### src/rtl/serial_paralelo_rx_pkg.sv
// Shared constants and types for the serial-to-parallel receiver and its transmitter.
// COMMA_DEFAULT is the single source of the alignment symbol for both sides of the link.
package serial_paralelo_rx_pkg;

  localparam logic [7:0]  COMMA_DEFAULT      = 8'hBC;
  localparam int unsigned LOCK_COUNT_DEFAULT = 4;
  localparam int unsigned BYTE_W             = 8;
  localparam int unsigned BIT_CNT_W          = 3;
  localparam int unsigned COMMA_CNT_W        = 4;

  typedef enum logic [1:0] {
    ST_SEARCH = 2'd0,
    ST_ALIGN  = 2'd1,
    ST_ACTIVE = 2'd2
  } rx_state_e;

  typedef struct packed {
    logic [BYTE_W-1:0] data;
    logic              valid;
    logic              active;
    logic              idle;
  } rx_out_t;

endpackage

### src/rtl/serial_paralelo_rx_if.sv
// Serial link into the receiver plus its parallel byte outputs.
interface serial_paralelo_rx_if;
  import serial_paralelo_rx_pkg::*;

  logic              data_in;
  logic [BYTE_W-1:0] data_rx;
  logic              valid_rx;
  logic              active;
  logic              idle_out;

  modport master (output data_in, input data_rx, valid_rx, active, idle_out);
  modport slave  (input data_in, output data_rx, valid_rx, active, idle_out);
endinterface

### src/rtl/serial_paralelo_rx_shift8.sv
// rx_shift8: MSB-first shift register with a free-running bit counter.
// realign restarts the counter so the current window becomes a byte boundary reference.
module rx_shift8
  import serial_paralelo_rx_pkg::*;
(
  input  logic              clk_32f,
  input  logic              reset,
  input  logic              data_in,
  input  logic              realign,
  output logic [BYTE_W-1:0] window_c,
  output logic              boundary_c
);

  logic [BYTE_W-1:0]    sr;
  logic [BIT_CNT_W-1:0] bit_cnt;

  assign window_c   = {sr[BYTE_W-2:0], data_in};
  assign boundary_c = (bit_cnt == BIT_CNT_W'(BYTE_W - 1));

  // Counter wraps naturally 7->0 at its 3-bit width.
  always_ff @(posedge clk_32f or posedge reset) begin
    if (reset) begin
      sr      <= '0;
      bit_cnt <= '0;
    end else begin
      sr      <= window_c;
      bit_cnt <= realign ? '0 : bit_cnt + BIT_CNT_W'(1);
    end
  end

endmodule

### src/rtl/serial_paralelo_rx.sv
// Comma-aligned serial-to-parallel receiver: SEARCH -> ALIGN -> ACTIVE.
// Optional macro RX_RELOCK_EN: a misaligned comma in ACTIVE forces realignment.
module serial_paralelo_rx
  import serial_paralelo_rx_pkg::*;
#(
  parameter logic [7:0]  COMMA      = COMMA_DEFAULT,
  parameter int unsigned LOCK_COUNT = LOCK_COUNT_DEFAULT
) (
  input  logic                  clk_32f,
  input  logic                  reset,
  serial_paralelo_rx_if.slave   rx
);

  localparam logic [COMMA_CNT_W-1:0] LOCK_THR = COMMA_CNT_W'(LOCK_COUNT);

  rx_state_e               state_q, state_d;
  logic [COMMA_CNT_W-1:0]  comma_cnt_q, comma_cnt_d, comma_inc_c;
  rx_out_t                 out_q, out_d;
  logic [BYTE_W-1:0]       window_c;
  logic                    boundary_c;
  logic                    comma_hit_c;
  logic                    realign_c;

  rx_shift8 u_shift (
    .clk_32f    (clk_32f),
    .reset      (reset),
    .data_in    (rx.data_in),
    .realign    (realign_c),
    .window_c   (window_c),
    .boundary_c (boundary_c)
  );

  assign comma_hit_c = (window_c == COMMA);
  assign comma_inc_c = (comma_cnt_q == '1) ? comma_cnt_q : comma_cnt_q + COMMA_CNT_W'(1);

  // Next-state and output-register logic.
  always_comb begin
    state_d     = state_q;
    comma_cnt_d = comma_cnt_q;
    out_d       = out_q;
    realign_c   = 1'b0;

    case (state_q)
      ST_SEARCH: begin
        if (comma_hit_c) begin
          realign_c   = 1'b1;
          comma_cnt_d = COMMA_CNT_W'(1);
          state_d     = ST_ALIGN;
        end
      end
      ST_ALIGN: begin
        if (boundary_c) begin
          if (comma_hit_c) begin
            comma_cnt_d = comma_inc_c;
            if (comma_inc_c >= LOCK_THR) state_d = ST_ACTIVE;
          end else begin
            comma_cnt_d = '0;
            state_d     = ST_SEARCH;
          end
        end
      end
      ST_ACTIVE: begin
        if (boundary_c) begin
          if (!comma_hit_c) begin
            out_d.data  = window_c;
            out_d.valid = 1'b1;
            out_d.idle  = 1'b0;
          end else begin
            out_d.valid = 1'b0;
            out_d.idle  = 1'b1;
          end
        end
`ifdef RX_RELOCK_EN
        else if (comma_hit_c) begin
          // Comma seen off the byte grid: the link slipped, restart alignment here.
          realign_c   = 1'b1;
          comma_cnt_d = COMMA_CNT_W'(1);
          out_d.valid = 1'b0;
          state_d     = ST_ALIGN;
        end
`endif
      end
      default: state_d = ST_SEARCH;
    endcase

    out_d.active = (state_d == ST_ACTIVE);
  end

  always_ff @(posedge clk_32f or posedge reset) begin
    if (reset) begin
      state_q     <= ST_SEARCH;
      comma_cnt_q <= '0;
      out_q       <= '0;
    end else begin
      state_q     <= state_d;
      comma_cnt_q <= comma_cnt_d;
      out_q       <= out_d;
    end
  end

  assign rx.data_rx  = out_q.data;
  assign rx.valid_rx = out_q.valid;
  assign rx.active   = out_q.active;
  assign rx.idle_out = out_q.idle;

endmodule

### src/flat_wrapper.sv
// flat-port wrapper written by rule: the top's interface ports become plain ports
module serial_paralelo_rx_flat import serial_paralelo_rx_pkg::*;
#(
  parameter logic [7:0]  COMMA      = COMMA_DEFAULT,
  parameter int unsigned LOCK_COUNT = LOCK_COUNT_DEFAULT
)
  (clk_32f, reset, rx_data_in, rx_data_rx, rx_valid_rx, rx_active, rx_idle_out);
  serial_paralelo_rx_if rx_i ();
  input  logic clk_32f;
  input  logic reset;
  input wire logic [$bits(rx_i.data_in)-1:0] rx_data_in;
  output wire logic [$bits(rx_i.data_rx)-1:0] rx_data_rx;
  output wire logic [$bits(rx_i.valid_rx)-1:0] rx_valid_rx;
  output wire logic [$bits(rx_i.active)-1:0] rx_active;
  output wire logic [$bits(rx_i.idle_out)-1:0] rx_idle_out;
  assign rx_i.data_in = rx_data_in;
  assign rx_data_rx = rx_i.data_rx;
  assign rx_valid_rx = rx_i.valid_rx;
  assign rx_active = rx_i.active;
  assign rx_idle_out = rx_i.idle_out;
  serial_paralelo_rx #(.COMMA(COMMA), .LOCK_COUNT(LOCK_COUNT)) u_core (.clk_32f(clk_32f), .reset(reset), .rx(rx_i));
endmodule
### config.mk
export PLATFORM = sky130hd
export DESIGN_NAME = serial_paralelo_rx_flat
export DESIGN_NICKNAME = d
export VERILOG_FILES = /design/src/rtl/serial_paralelo_rx_pkg.sv /design/src/rtl/serial_paralelo_rx_if.sv /design/src/rtl/serial_paralelo_rx_shift8.sv /design/src/rtl/serial_paralelo_rx.sv /design/src/flat_wrapper.sv
export SDC_FILE = /design/constraint.sdc
export NUM_CORES = 1
export LEC_CHECK = 0
export ABC_AREA = 1
export CORE_AREA = 3 3 43 74
export DETAILED_ROUTE_END_ITERATION = 12
export DIE_AREA = 0 0 46 77
export HOLD_SLACK_MARGIN = 0.06
export PLACE_DENSITY = 0.82
export SLEW_MARGIN = 20
export SYNTH_ARGS = -nofsm -noshare
export SYNTH_HDL_FRONTEND = slang
export SYNTH_HIERARCHICAL = 1
export SYNTH_SLANG_ARGS = --single-unit
### constraint.sdc
create_clock -name clk_32f -period 1.35 [get_ports clk_32f]
set_input_delay 0.2025 -clock clk_32f [delete_from_list [all_inputs] [get_ports clk_32f]]
set_output_delay 0.2025 -clock clk_32f [all_outputs]
set_load 0.01 [all_outputs]
## Word level (Yosys, flattened, before mapping)

Cells that the tools add are included.
W data, S select, Z words.

| word-level totals | value |
|---|---|
| register bits after elaboration | 27 |
| bits in latches | 0 |
| RAM bits | 0 |
| bits in read-only memories | 0 |
| input bits | 3 |
| output and inout bits | 11 |
| memories kept | 0 |

| operators by class | value |
|---|---|
| add/subtract/negate cells | 2 |
| multiply operators | 0 |
| div/mod/pow operators | 0 |
| order comparisons | 1 |
| equal/unequal tests | 8 |
| shift-type cells | 0 |
| muxes and demuxes | 14 |
| bitwise gates (word level) | 1 |
| reductions and logical operators | 5 |

Operator list:

| cell | count |
|---|---|
| $mux W4 | 4 |
| $eq A8 B8 Y1 const B | 1 |
| $mux W2 | 4 |
| $pmux W4 S2 | 1 |
| $pmux W2 S3 | 1 |
| $reduce_and A3 Y1 | 2 |
| $add A4 B1 Y4 const B | 1 |
| $eq A2 B2 Y1 const B | 2 |
| $eq A4 B4 Y1 const B | 1 |
| $ge A4 B3 Y1 const B | 1 |
| $ne A2 B1 Y1 const B | 2 |
| $add A3 B1 Y3 const B | 1 |
| $eq A3 B3 Y1 const B | 1 |
| $mux W1 | 3 |
| $mux W3 | 1 |
| $eq A2 B1 Y1 const B | 1 |
| $logic_not A2 Y1 | 1 |
| $reduce_and A2 Y1 | 1 |
| $reduce_bool A2 Y1 | 1 |
| $not A1 Y1 | 1 |

## Logic depth before layout (Yosys ltp)

Gate-level depths: netlist of the first run.

| logic depth | value |
|---|---|
| word-level depth | 8 |
| depth in mapped cells | 9 |

## By module

The synthesis of the first run kept the hierarchy.

By module, submodules not included:

| module | instances | cells an instance | area each (um^2) | sequential area each (um^2) |
|---|---|---|---|---|
| serial_paralelo_rx | 1 | 130 | 960.9 | 425.4 |
| rx_shift8 | 1 | 19 | 305.3 | 250.2 |

## Worst setup path before layout of the first run

OpenSTA, ideal clock, no wires.

| timing path | value |
|---|---|
| path kind | flip-flop to flip-flop |
| from | register u_core.u_shift.bit_cnt[0] |
| to | register u_core.out_q (netlist bit u_core/rx.data_rx[7]) |
| library setup time | 117 ps |
| arrival | 1228 ps |
| required time | 1233 ps |
| path slack | 5 ps |
| stages on the path, launching flop included | 9 |
| period minus slack after synthesis | 1345 ps |
| cell sequence | dfrtp_1 ha_1 ha_1 nand3_1 clkinv_1 nand2_4 inv_1 nand2_1 nand2_1 |

| between the ends | value |
|---|---|
| longest elaborated chain between the ends | 2 |

Ends and longest elaborated chain:

| element | RTL line | text |
|---|---|---|
| start: declaration | serial_paralelo_rx_shift8.sv:15 | `logic [BIT_CNT_W-1:0] bit_cnt;` |
| start signal: assignment | serial_paralelo_rx_shift8.sv:27 | `bit_cnt <= realign ? '0 : bit_cnt + BIT_CNT_W'(1);` |
| $eq A3 B3 Y1 | serial_paralelo_rx_shift8.sv:18 | `assign boundary_c = (bit_cnt == BIT_CNT_W'(BYTE_W - 1));` |
| net u_core.boundary_c | serial_paralelo_rx.sv:20 | `logic boundary_c;` |
| $reduce_and A3 Y1 (no source line) | - |  |
| end signal: assignment | serial_paralelo_rx.sv:97 | `out_q <= out_d;` |
| end: declaration | serial_paralelo_rx.sv:18 | `rx_out_t out_q, out_d;` |

The timed path passes the listed nets, and every way through them passes these cells.
A chain may end at the register's enable or synchronous reset.

## Worst setup path after layout of the first run

| timing path | value |
|---|---|
| from | register u_core.u_shift.bit_cnt[0] |
| to | register u_core.out_q (netlist bit u_core/rx.data_rx[0]) |

Same word-level chain as after synthesis.

==> reports/qor.yml, run 1 <==
sta:
  maxSlewViolCount: 0
  worst_slack_ns: 0.06484
  fmax_ghz: 0.7781
  finalHoldViolCount: 0
  worst_slew_pin_slew_ns: 0.3378
  fin_worst_skew_ns: 0.002245
  hold-worst-slack_ns: 0.2183
  relSlewSlack: 0.7746
  timing.final.crit_share: 0.9520
  fin_tns_setup_ns: 0
  fin_crit_ns: 1.285
  finalSetupViolCount: 0
clock_network:
  clkLatencyLatePin_ns: 0.26
  ctsHtreeMaxLevel: 1
  cts_hold_buf: 0
  clock_sinks: 27
  cts_tree: "built"
  cts_buffer_depth: 2
  cts_buffers: 3
  clk_pin_slew_ns: 0.08
  cts_root_buf: "clkbuf_8"
synthesis:
  synth_top_area_cell: "dfrtp_1"
  yosysUniqueCellTypes: 20
  postSynthAreaPerCell_um2: 8.498
  syn_area_um2: 1266
  synth_cells: 149
  synth_top_area_frac: 0.5336
  ys_top_cells_by_area: "dfrtp_1 (53%), nand2_1 (15%), inv_1 (5.9%), nor2_1 (4.2%), nand3_1 (4.0%)"
  syn_nets: 155
  async_flop_share: 1.000
  ys_seq_elements: 27
  synth_ff_type: "dfrtp_1"
  seq_area_frac_synth: 0.5336
  yosys_warnings: 6
  synth_edf_count: 0
cells_and_area:
  antenna_cells: 0
  n_fill_cell: 226
  post-route-cell-area_um2: 1605
  final_common_cell: "nand2_1"
  area_delta_synth_final_pct: 26.78
  instances_no_fill: 204
  drive_gt1_frac: 0.2260
  nets: 184
  regArea_um2: 675.6
  multiInputGateArea_um2: 533.0
  layout_common_cells: "nand2_1 (47), dfrtp_1 (27), inv_1 (19)"
routing:
  drtAntennaViolNets: 0
  totalWireLength_um: 2446
  routed_via_density: 4.946
  drc: 0
  drt_iter0_drc: 32
  dr.pass1.iters: 4
  wl_per_cell_um: 11.99
  vias: 1009
setup_path:
  cp.required_ns: 1.51
  critPathTopFamily: "flip-flops"
  crit_arrival_ns: 1.45
  rrSetupSlack_ns: 0.06
  critPathSlowestCell: "dfrtp_1"
  slowest_delay_ns: 0.36
  reg2reg_to: "u_core/rx.data_rx[0]"
  end_kind: "flip-flop"
  r2r-start: "u_core/u_shift/bit_cnt[0]"
  rr_worst_depth: 8
  crit_chain: "ha_2, ha_4, nand3_4, inv_4, nand2_4, buf_6, nand2_1, o21ai_2"
  worst-path-max-fanout: 5
  crit_buf_inv: 2
  crit_cells: 8
  crit_path_start: "u_core/u_shift/bit_cnt[0]"
  critical_path.startpoint_type: "flip-flop"
  criticalPathCategory: "flip-flop to flip-flop"
  endpoint: "u_core/rx.data_rx[0]"
placed_design:
  pre_cts_slack_ns: -0.1605
  dp.final_hpwl_um: 1944
  gp_congestion: 0.7847
  io_buffers: 13
  dp_cells: 199
  post_dp_cell_area_um2: 1493
power:
  seqPwrFrac: 0.583
  power.density_nw_per_um2: 970.9
  p_comb_frac: 0.136
  p_leak_nw: 0.9075
  clock_power_share: 0.281
  p_int_w: 0.001167
  ir_worst_vdd_v: 0.0006980
  switching_share: 0.2511
  netSwitchingPower_w: 0.0003913
floorplanning:
  fp.dieArea_um2: 3542
  pin_count: 14
  initial_core_util: 0.4707
  dieWidth_um: 46
  fp-row-count: 25
  die_h_um: 77
  core_um2: 2690
grt:
  grt_pass1_vias: 997
  grt_pass1_wl_um: 4126
  overflow: 0
  antenna_found_initial: 0
  globalRouteTotalUtil: 0.1574
  grt_max_degree: 18
run_status:
  status: "finished clean"
worst_hold_path:
  hp-class: "input port to asynchronous set/reset pin"
flow_run:
  cap_viol_max_count: 0
sequential cells by signal, summed over array words and instances, names as in the netlist:
signal                  cells
u_core/comma_cnt_q          4
u_core/rx.active            1
u_core/rx.idle_out          1
u_core/u_shift/sr           7
u_core/u_shift/bit_cnt      3
u_core/rx.data_rx           8
u_core/rx.valid_rx          1
u_core/state_q              2
cell type report:
type	instances	share of cell area
Timing Repair Buffer	27	0.1450
Tap cell	27	0.02104
Inverter	22	0.05300
Multi-Input combinational cell	97	0.3320
Sequential cell	27	0.4209
Clock buffer	4	0.02806
layer usage:
layer,part of all wire,track usage
met1,0.38,0.1664
met2,0.57,0.2776
met3,0.019,0.02113
met4,0.029,0.08262
met5,0,0
logic make-up (layout without fill, tap and decap cells):
group / after synthesis / in the layout / synth area share
AND/OR/NAND/NOR: 89 / 89 / 0.3132
adder cells (fa/ha/maj): 3 / 3 / 0.02965
buffers and inverters: 25 / 53 / 0.09288
flip-flops: 27 / 27 / 0.5336
AO/OA/AOI/OAI: 5 / 5 / 0.03063
timing repair:
item,4_1_cts,5_1_grt
buffers inserted,0,1
endpoints found under the setup margin,26,18
pin swaps,0,6
gates resized for setup,14,15
cells in the mapped netlist, types with 2 or more instances:
library cell / number
o21ai_2: 3
nor2_2: 3
nand2_1: 51
nand4_1: 5
ha_1: 3
dfrtp_1: 27
nor2_1: 14
buf_4: 2
nand3_1: 10
inv_1: 20
nand2_2: 2
metrics by stage:
step	util	power (W)
6_report	0.5967	0.001559
5_1_grt	0.5967	0.001651
4_1_cts	0.5712	0.001543
3_5_place_dp	0.5549	0.001102
3_3_place_gp	0.5549	0.001086
2_1_floorplan	-	0.001036
worst min-delay path by stage:
stage | startpoint | to | cells after the start
3_5_place_dp | u_core/u_shift/sr[5] | u_core/u_shift/sr[6] | 0
4_1_cts | reset | u_core/u_shift/bit_cnt[0] | 2
3_3_place_gp | u_core/u_shift/sr[5] | u_core/u_shift/sr[6] | 0
2_1_floorplan | reset | u_core/u_shift/bit_cnt[0] | 1
5_1_grt | reset | u_core/u_shift/sr[5] | 2
6_report | reset | u_core/u_shift/bit_cnt[0] | 2
power by group through the flow:
stage	clock network [W]	registers (W)	logic, W
after CTS	0.000452	0.000897	0.000194
after global routing	0.000493	0.000915	0.000243
after floorplan	0	0.000911	0.000125
final	0.000438	0.000909	0.000212
after global placement	0	0.000907	0.000179
after detailed placement	0	0.000913	0.000189
Power figures use the tool's default switching activity.
==> run 2: changes to the inputs <==
--- a/config.mk
+++ b/config.mk
@@ -11,7 +11,6 @@
 export DIE_AREA = 0 0 46 77
 export HOLD_SLACK_MARGIN = 0.06
 export PLACE_DENSITY = 0.82
-export SLEW_MARGIN = 20
 export SYNTH_ARGS = -nofsm -noshare
 export SYNTH_HDL_FRONTEND = slang
 export SYNTH_HIERARCHICAL = 1
==> results of run 2 <==
The final DEF is identical to that of run 1; final timing and power are the same.
